===== src/rtl/fire_sched_pkg.sv =====
`default_nettype none
// ============================================================================
// Module      : fire_sched_pkg
// Description : Shared types, source indices, actuator words and priority
//               helpers for the fire-alarm scheduler.
// Revision    : 1.0 - initial release
// ============================================================================
package fire_sched_pkg;

    typedef enum logic [1:0] {
        IDLE     = 2'd0,
        SELECT   = 2'd1,
        ACTIVE   = 2'd2,
        COOLDOWN = 2'd3
    } state_t;

    // Bit positions inside every 4-bit source vector {elec,t_alta,humo,t_media}
    localparam int SRC_ELEC    = 3;
    localparam int SRC_T_ALTA  = 2;
    localparam int SRC_HUMO    = 1;
    localparam int SRC_T_MEDIA = 0;

    localparam logic [10:0] ACT_ELEC    = 11'h401;
    localparam logic [10:0] ACT_T_ALTA  = 11'h2C6;
    localparam logic [10:0] ACT_HUMO    = 11'h128;
    localparam logic [10:0] ACT_T_MEDIA = 11'h0A4;
    localparam logic [10:0] ACT_IDLE    = 11'h000;

    // One-hot of the highest-priority requester (elec first, t_media last)
    function automatic logic [3:0] prio_encode(input logic [3:0] req);
        prio_encode = 4'b0000;
        if (req[SRC_ELEC])         prio_encode[SRC_ELEC]    = 1'b1;
        else if (req[SRC_T_ALTA])  prio_encode[SRC_T_ALTA]  = 1'b1;
        else if (req[SRC_HUMO])    prio_encode[SRC_HUMO]    = 1'b1;
        else if (req[SRC_T_MEDIA]) prio_encode[SRC_T_MEDIA] = 1'b1;
    endfunction

    // Actuator word for a one-hot grant; zero when nothing is granted
    function automatic logic [10:0] action_word(input logic [3:0] sel);
        action_word = ACT_IDLE;
        if (sel[SRC_ELEC])         action_word = ACT_ELEC;
        else if (sel[SRC_T_ALTA])  action_word = ACT_T_ALTA;
        else if (sel[SRC_HUMO])    action_word = ACT_HUMO;
        else if (sel[SRC_T_MEDIA]) action_word = ACT_T_MEDIA;
    endfunction

    // Sources that outrank a one-hot grant; all-zero for no grant or for elec
    function automatic logic [3:0] higher_mask(input logic [3:0] g);
        higher_mask = ~(g | (g - 4'd1));
    endfunction

endpackage
`default_nettype wire


===== src/rtl/sync_edge.sv =====
`default_nettype none
// ============================================================================
// Module      : sync_edge
// Description : Two-flop synchronizer for an asynchronous sensor level plus
//               a one-clock pulse on each synchronized rising edge.
// Revision    : 1.0 - initial release
// ============================================================================
module sync_edge
    import fire_sched_pkg::*;
(
    input  logic clk,
    input  logic reset_n,
    input  logic din,
    output logic level,
    output logic rise
);

    logic r_meta;
    logic r_sync;
    logic r_prev;

    // Metastability chain followed by a history flop for edge detection
    always_ff @(posedge clk or negedge reset_n) begin
        if (!reset_n) begin
            r_meta <= 1'b0;
            r_sync <= 1'b0;
            r_prev <= 1'b0;
        end else begin
            r_meta <= din;
            r_sync <= r_meta;
            r_prev <= r_sync;
        end
    end

    assign level = r_sync;
    assign rise  = r_sync & ~r_prev;

endmodule
`default_nettype wire


===== src/rtl/fire_alarm_scheduler.sv =====
`default_nettype none
// ============================================================================
// Module      : fire_alarm_scheduler
// Description : Fixed-priority arbiter that drives the 11-bit fire-machine
//               actuator word from four alarm sensors, with timed hold,
//               bounded retrigger, cooldown gap and preemption.
//               Optional: define FIRE_SCHED_STATS_EN to add the evt_cnt port
//               (four 8-bit saturating grant counters).
// Revision    : 1.0 - initial release
// ============================================================================
module fire_alarm_scheduler
    import fire_sched_pkg::*;
#(
    parameter int HOLD_CYCLES = 16,
    parameter int GAP_CYCLES  = 4,
    parameter int MAX_RETRIG  = 3
) (
    input  logic        clk,
    input  logic        reset_n,
    input  logic        t_alta,
    input  logic        t_media,
    input  logic        humo,
    input  logic        elec,
    output logic [10:0] y,
    output logic [3:0]  grant,
    output logic        busy,
    output logic [3:0]  fault
`ifdef FIRE_SCHED_STATS_EN
    ,
    output logic [31:0] evt_cnt
`endif
);

    localparam int TIMER_MAX = (HOLD_CYCLES > GAP_CYCLES) ? HOLD_CYCLES : GAP_CYCLES;
    localparam int TIMER_W   = $clog2(TIMER_MAX);
    localparam int RETRIG_W  = (MAX_RETRIG > 0) ? $clog2(MAX_RETRIG + 1) : 1;

    localparam logic [TIMER_W-1:0]  HOLD_LOAD    = TIMER_W'(HOLD_CYCLES - 1);
    localparam logic [TIMER_W-1:0]  GAP_LOAD     = TIMER_W'(GAP_CYCLES - 1);
    localparam logic [RETRIG_W-1:0] RETRIG_LIMIT = RETRIG_W'(MAX_RETRIG);

    logic [3:0]          w_raw;
    logic [3:0]          w_level;
    logic [3:0]          w_rise;
    logic [3:0]          w_winner;

    state_t              r_state;
    state_t              w_next_state;
    logic [3:0]          r_pending;
    logic [3:0]          w_pending_nxt;
    logic [TIMER_W-1:0]  r_timer;
    logic [TIMER_W-1:0]  w_timer_nxt;
    logic [RETRIG_W-1:0] r_retrig;
    logic [RETRIG_W-1:0] w_retrig_nxt;
    logic [10:0]         w_y_nxt;
    logic [3:0]          w_grant_nxt;
    logic [3:0]          w_fault_nxt;
    logic [3:0]          w_clear;
    logic [3:0]          w_requeue;
    logic                w_busy_nxt;

    assign w_raw = {elec, t_alta, humo, t_media};

    for (genvar i = 0; i < 4; i++) begin : g_sync
        sync_edge u_sync (
            .clk     (clk),
            .reset_n (reset_n),
            .din     (w_raw[i]),
            .level   (w_level[i]),
            .rise    (w_rise[i])
        );
    end

    assign w_winner = prio_encode(r_pending);

    // Next-state, next-output and pending bookkeeping; holds are the default
    always_comb begin
        w_next_state = r_state;
        w_timer_nxt  = r_timer;
        w_retrig_nxt = r_retrig;
        w_y_nxt      = y;
        w_grant_nxt  = grant;
        w_fault_nxt  = fault;
        w_clear      = 4'b0000;
        w_requeue    = 4'b0000;

        case (r_state)
            IDLE: begin
                if (|r_pending) w_next_state = SELECT;
            end
            SELECT: begin
                w_next_state = ACTIVE;
                w_grant_nxt  = w_winner;
                w_clear      = w_winner;
                w_timer_nxt  = HOLD_LOAD;
                w_retrig_nxt = '0;
                w_y_nxt      = action_word(w_winner);
            end
            ACTIVE: begin
                if (|(r_pending & higher_mask(grant))) begin
                    // Preempted source goes back in the queue for later
                    w_next_state = SELECT;
                    w_requeue    = grant;
                end else if (r_timer == '0) begin
                    if (!(|(w_level & grant))) begin
                        w_next_state = COOLDOWN;
                        w_y_nxt      = ACT_IDLE;
                        w_grant_nxt  = 4'b0000;
                        w_timer_nxt  = GAP_LOAD;
                    end else if (r_retrig < RETRIG_LIMIT) begin
                        w_timer_nxt  = HOLD_LOAD;
                        w_retrig_nxt = r_retrig + RETRIG_W'(1);
                    end else begin
                        w_fault_nxt  = fault | grant;
                        w_next_state = COOLDOWN;
                        w_y_nxt      = ACT_IDLE;
                        w_grant_nxt  = 4'b0000;
                        w_timer_nxt  = GAP_LOAD;
                    end
                end else begin
                    w_timer_nxt = r_timer - TIMER_W'(1);
                end
            end
            COOLDOWN: begin
                if (r_timer == '0) begin
                    w_next_state = (|r_pending) ? SELECT : IDLE;
                end else begin
                    w_timer_nxt = r_timer - TIMER_W'(1);
                end
            end
            default: begin
                w_next_state = IDLE;
            end
        endcase

        // A fresh edge wins over a same-cycle clear of the same bit
        w_pending_nxt = (r_pending & ~w_clear) | w_rise | w_requeue;
    end

    assign w_busy_nxt = (w_next_state != IDLE);

    // State, counters and registered outputs
    always_ff @(posedge clk or negedge reset_n) begin
        if (!reset_n) begin
            r_state   <= IDLE;
            r_pending <= 4'b0000;
            r_timer   <= '0;
            r_retrig  <= '0;
            y         <= ACT_IDLE;
            grant     <= 4'b0000;
            busy      <= 1'b0;
            fault     <= 4'b0000;
        end else begin
            r_state   <= w_next_state;
            r_pending <= w_pending_nxt;
            r_timer   <= w_timer_nxt;
            r_retrig  <= w_retrig_nxt;
            y         <= w_y_nxt;
            grant     <= w_grant_nxt;
            busy      <= w_busy_nxt;
            fault     <= w_fault_nxt;
        end
    end

`ifdef FIRE_SCHED_STATS_EN
    for (genvar i = 0; i < 4; i++) begin : g_stats
        logic [7:0] r_cnt;

        // Saturating count of grants issued to this source
        always_ff @(posedge clk or negedge reset_n) begin
            if (!reset_n) begin
                r_cnt <= 8'h00;
            end else if ((r_state == SELECT) && w_winner[i] && (r_cnt != 8'hFF)) begin
                r_cnt <= r_cnt + 8'd1;
            end
        end

        assign evt_cnt[i*8 +: 8] = r_cnt;
    end
`endif

endmodule
`default_nettype wire


===== config.mk =====
export PLATFORM = sky130hd
export DESIGN_NAME = fire_alarm_scheduler
export DESIGN_NICKNAME = d
export VERILOG_FILES = /design/src/rtl/fire_sched_pkg.sv /design/src/rtl/sync_edge.sv /design/src/rtl/fire_alarm_scheduler.sv
export SDC_FILE = /design/constraint.sdc
export NUM_CORES = 1
export LEC_CHECK = 0
export BUFFER_PORTS_ARGS = -buffer_cell sky130_fd_sc_hd__buf_2
export CELL_PAD_IN_SITES_DETAIL_PLACEMENT = 1
export CELL_PAD_IN_SITES_GLOBAL_PLACEMENT = 1
export CORE_MARGIN = 2
export CORE_UTILIZATION = 41
export CTS_BUF_LIST = sky130_fd_sc_hd__clkbuf_4 sky130_fd_sc_hd__clkbuf_8
export DETAILED_ROUTE_END_ITERATION = 16
export GPL_TIMING_DRIVEN = 0
export PLACE_DENSITY_LB_ADDON = 0.1
export SYNTH_ARGS = -nofsm -noshare
export SYNTH_HDL_FRONTEND = slang
export SYNTH_SLANG_ARGS = --single-unit

===== constraint.sdc =====
create_clock -name clk -period 1.68 [get_ports clk]
set_clock_uncertainty 0.05 [all_clocks]
set_input_delay 0.168 -clock clk [delete_from_list [all_inputs] [get_ports clk]]
set_output_delay 0.168 -clock clk [all_outputs]
set_load 0.05 [all_outputs]

==> impl_metrics.toml <==
[global_route]
antenna_found_initial = 0
grt_pass1_vias = 1551
grt_first_pass_wirelength_mm = 7.94
track_usage_pct = 21.0
overflow = 0
grt_max_degree = 37

[floorplan]
die_x_um = 69.2
row_count = 23
die_h_um = 69.2
start_util_pct = 42.9
core_area_um2 = 4060
dieArea_um2 = 4790
pin_count = 26

[hold_path]
worstHoldStart = "g_sync[0].u_sync.r_meta$_DFF_PN0_"
hp-class = "flop to flop"

[critical_path]
cp_slowest_stage_delay_ps = 400
critPathTopFamily = "flip-flops"
end_kind = "flop"
worstPathRequired_ps = 1810
path_buf_inv = 1
slowest_stage = "dfrtp_1"
critPathArrivalTime_ps = 1960
crit_type = "flop to flop"
cp_max_fo = 3
path_cells = "inv_2 -> ha_4 -> or3b_4 -> o21ai_4 -> o31ai_4 -> mux2_4"
cp-start-kind = "flop"
startpoint = "r_timer[0]$_DFFE_PN0P_"
worstReg2RegStart = "r_timer[0]$_DFFE_PN0P_"

[routing]
wirelength_mm = 4.65
drc = 0
vias_per_cell = 5.43
drtIter0Drc = 62
first_pass_iters = 4
via_count = 1449
drtAntennaViolNets = 0
wl_per_cell_um = 17.4

[clock_network]
cts_sinks = 36
clockBufferDepth = 2
ctsHtreeMaxLevel = 2
clock_latency_ps = 300
cts_root_buf = "clkbuf_8"
cts_tree = "done"
cts_inserted_buffers = 5
clk_pin_slew_ps = 80

[run]
drv_cap = 0

[synthesis]
synth_area_leaders = "dfrtp_1, nand2_1, buf_4"
syn_avg_cell_area_um2 = 10.7
syn-num-nets = 171
ys_types = 47
yosysTopAreaCell = "dfrtp_1"
synth.top_cell.area_share_pct = 51.7
synth_area_um2 = 1740
ys_seq_area_share_pct = 51.7
synth_cells = 163
ys.flop_type = "dfrtp_1"
yosysWarnings = 0
async_flop_share_pct = 100
ys_seq_elements = 36
synth_edf_count = 0

[cells_and_area]
utilization_pct = 59.8
layout_common_cells = "dfrtp_1, buf_2, buf_4"
drive_gt1_share_pct = 51.6
area_growth_pct = 39.4
final_cells = 267
n_antenna_cell = 0
final_common_cell = "dfrtp_1"
num-fill-cells = 427
fin_nets = 224

[power]
ir_worst_vdd_mv = 1.20
p_leak_uw = 0.00112
p_per_area_nw_per_um2 = 1820

[timing]
hold_viol = 0
maxSlewViolCount = 0
fin_hold_ws_ps = 303
worst_pin_slew_ps = 785
setup_slack_ps = -146
rsz0062_at_grt = "yes"
slew_headroom_pct = 47.6
setup_viol = 21
fin_crit_sh_pct = 109
fmaxAchievable_ghz = 0.548
finalCriticalPeriod_ps = 1830

[status]
status = "finished, violations left"
violations = "setup timing"

[placement]
routabilityCongestion = 0.806
hpwl_mm = 2.88
numPortBuffers = 24
placed_cells = 237
report_power, final:
part,total [uW],switching (uW),internal (uW)
logic,2470,1520,950
clock network,630,337,293
registers,1320,269,1050
total,4420,2120,2290
cell families after synthesis:
family                     synth area share [%]
other                                     0.215
AOI/OAI and AO/OA                          20.1
DFF                                        51.7
buffers and inverters                      6.61
muxes                                      1.29
and+or+nand+nor                            18.6
adders and majority gates                  1.44
worst paths after layout:
check / to / slack [ps] / depth (start not counted)
setup / recovery: r_timer[0]$_DFFE_PN0P_ / -150 / 6
hold / removal: g_sync[0].u_sync.level$_DFF_PN0_ / 300 / 0
setup reg to reg: r_timer[0]$_DFFE_PN0P_ / -150 / 6
hold reg to reg: g_sync[0].u_sync.level$_DFF_PN0_ / 300 / 0
max in group asynchronous: y[9]$_DFFE_PN0P_ / 570 / 2
min in group asynchronous: y[5]$_DFFE_PN0P_ / 430 / 2
synth_stat cells (2+ instances only):
cell / instances
dfrtp_1: 36
a21o_1: 3
nor3b_2: 2
nand2b_1: 6
ha_1: 2
nand2_1: 22
mux2_1: 2
nor4_1: 3
inv_1: 8
nor2b_1: 4
a22oi_1: 6
nor3_1: 4
o21ai_1: 2
o21ai_0: 8
nor2_1: 4
buf_4: 8
a211o_1: 2
or3b_1: 2
nand3_1: 4
a21oi_1: 5
o211ai_1: 3
buf_2: 2
state kept, by name (all words and copies together) (netlist names), 2 cells and up:
register and cells:
y 5, r_timer 4, g_sync.u_sync.r_meta 4, r_pending 4, grant 2, r_retrig 2, g_sync.u_sync.level 4, r_state 2
g_sync.u_sync.r_prev 4, fault 4
area by class of cell:
class | instances | area (um2) | area share [%]
buffer | 12 | 90.1 | 3.71
clock buffer | 5 | 68.8 | 2.84
clock inverter | 3 | 23.8 | 0.979
inverter | 8 | 30.0 | 1.24
multi-input combinational | 107 | 936 | 38.6
sequential | 36 | 911 | 37.5
tap | 50 | 62.6 | 2.58
timing repair buffer | 46 | 305 | 12.6
stage by stage:
| stage | setup WS [ps] | TNS [ps] | area, um2 | power, uW |
|---|---|---|---|---|
| finish | -146 | -1030 | 2430 | 4420 |
| global route | -193 | -2610 | 2430 | 4690 |
| CTS | -158 | -959 | 2330 | 4220 |
| detailed placement | -515 | -5410 | 1960 | 3230 |
| global placement | -425 | -4030 | 1960 | 3160 |
| floorplan | -54.5 | -120 | 1770 | 2790 |
worst reg2reg max path: cells and delay by family, from the launching register on:
family	cells	cell delay (ps)
AND/OR/NAND/NOR	1	400
flip-flops	1	400
buffers and inverters	1	80
adder cells (fa/ha/maj)	1	140
AO/OA/AOI/OAI	2	330
multiplexers	1	320
timing repair:
item | CTS | global route
hold endpoints to repair | 40 | 0
endpoints found under the setup margin | 22 | 23
hold buffers | 5 | 0
pin swaps | 16 | 9
gates cloned | 1 | 0
resized for setup | 30 | 23
buffers inserted | 13 | 3
per-layer routing:
metal	wire, um	track usage (%)
met1	2030	28.0
met2	2350	33.7
met3	220	5.81
met4	52	6.32
met5	0	0
Note: power is estimated with default switching activity, not from simulation.
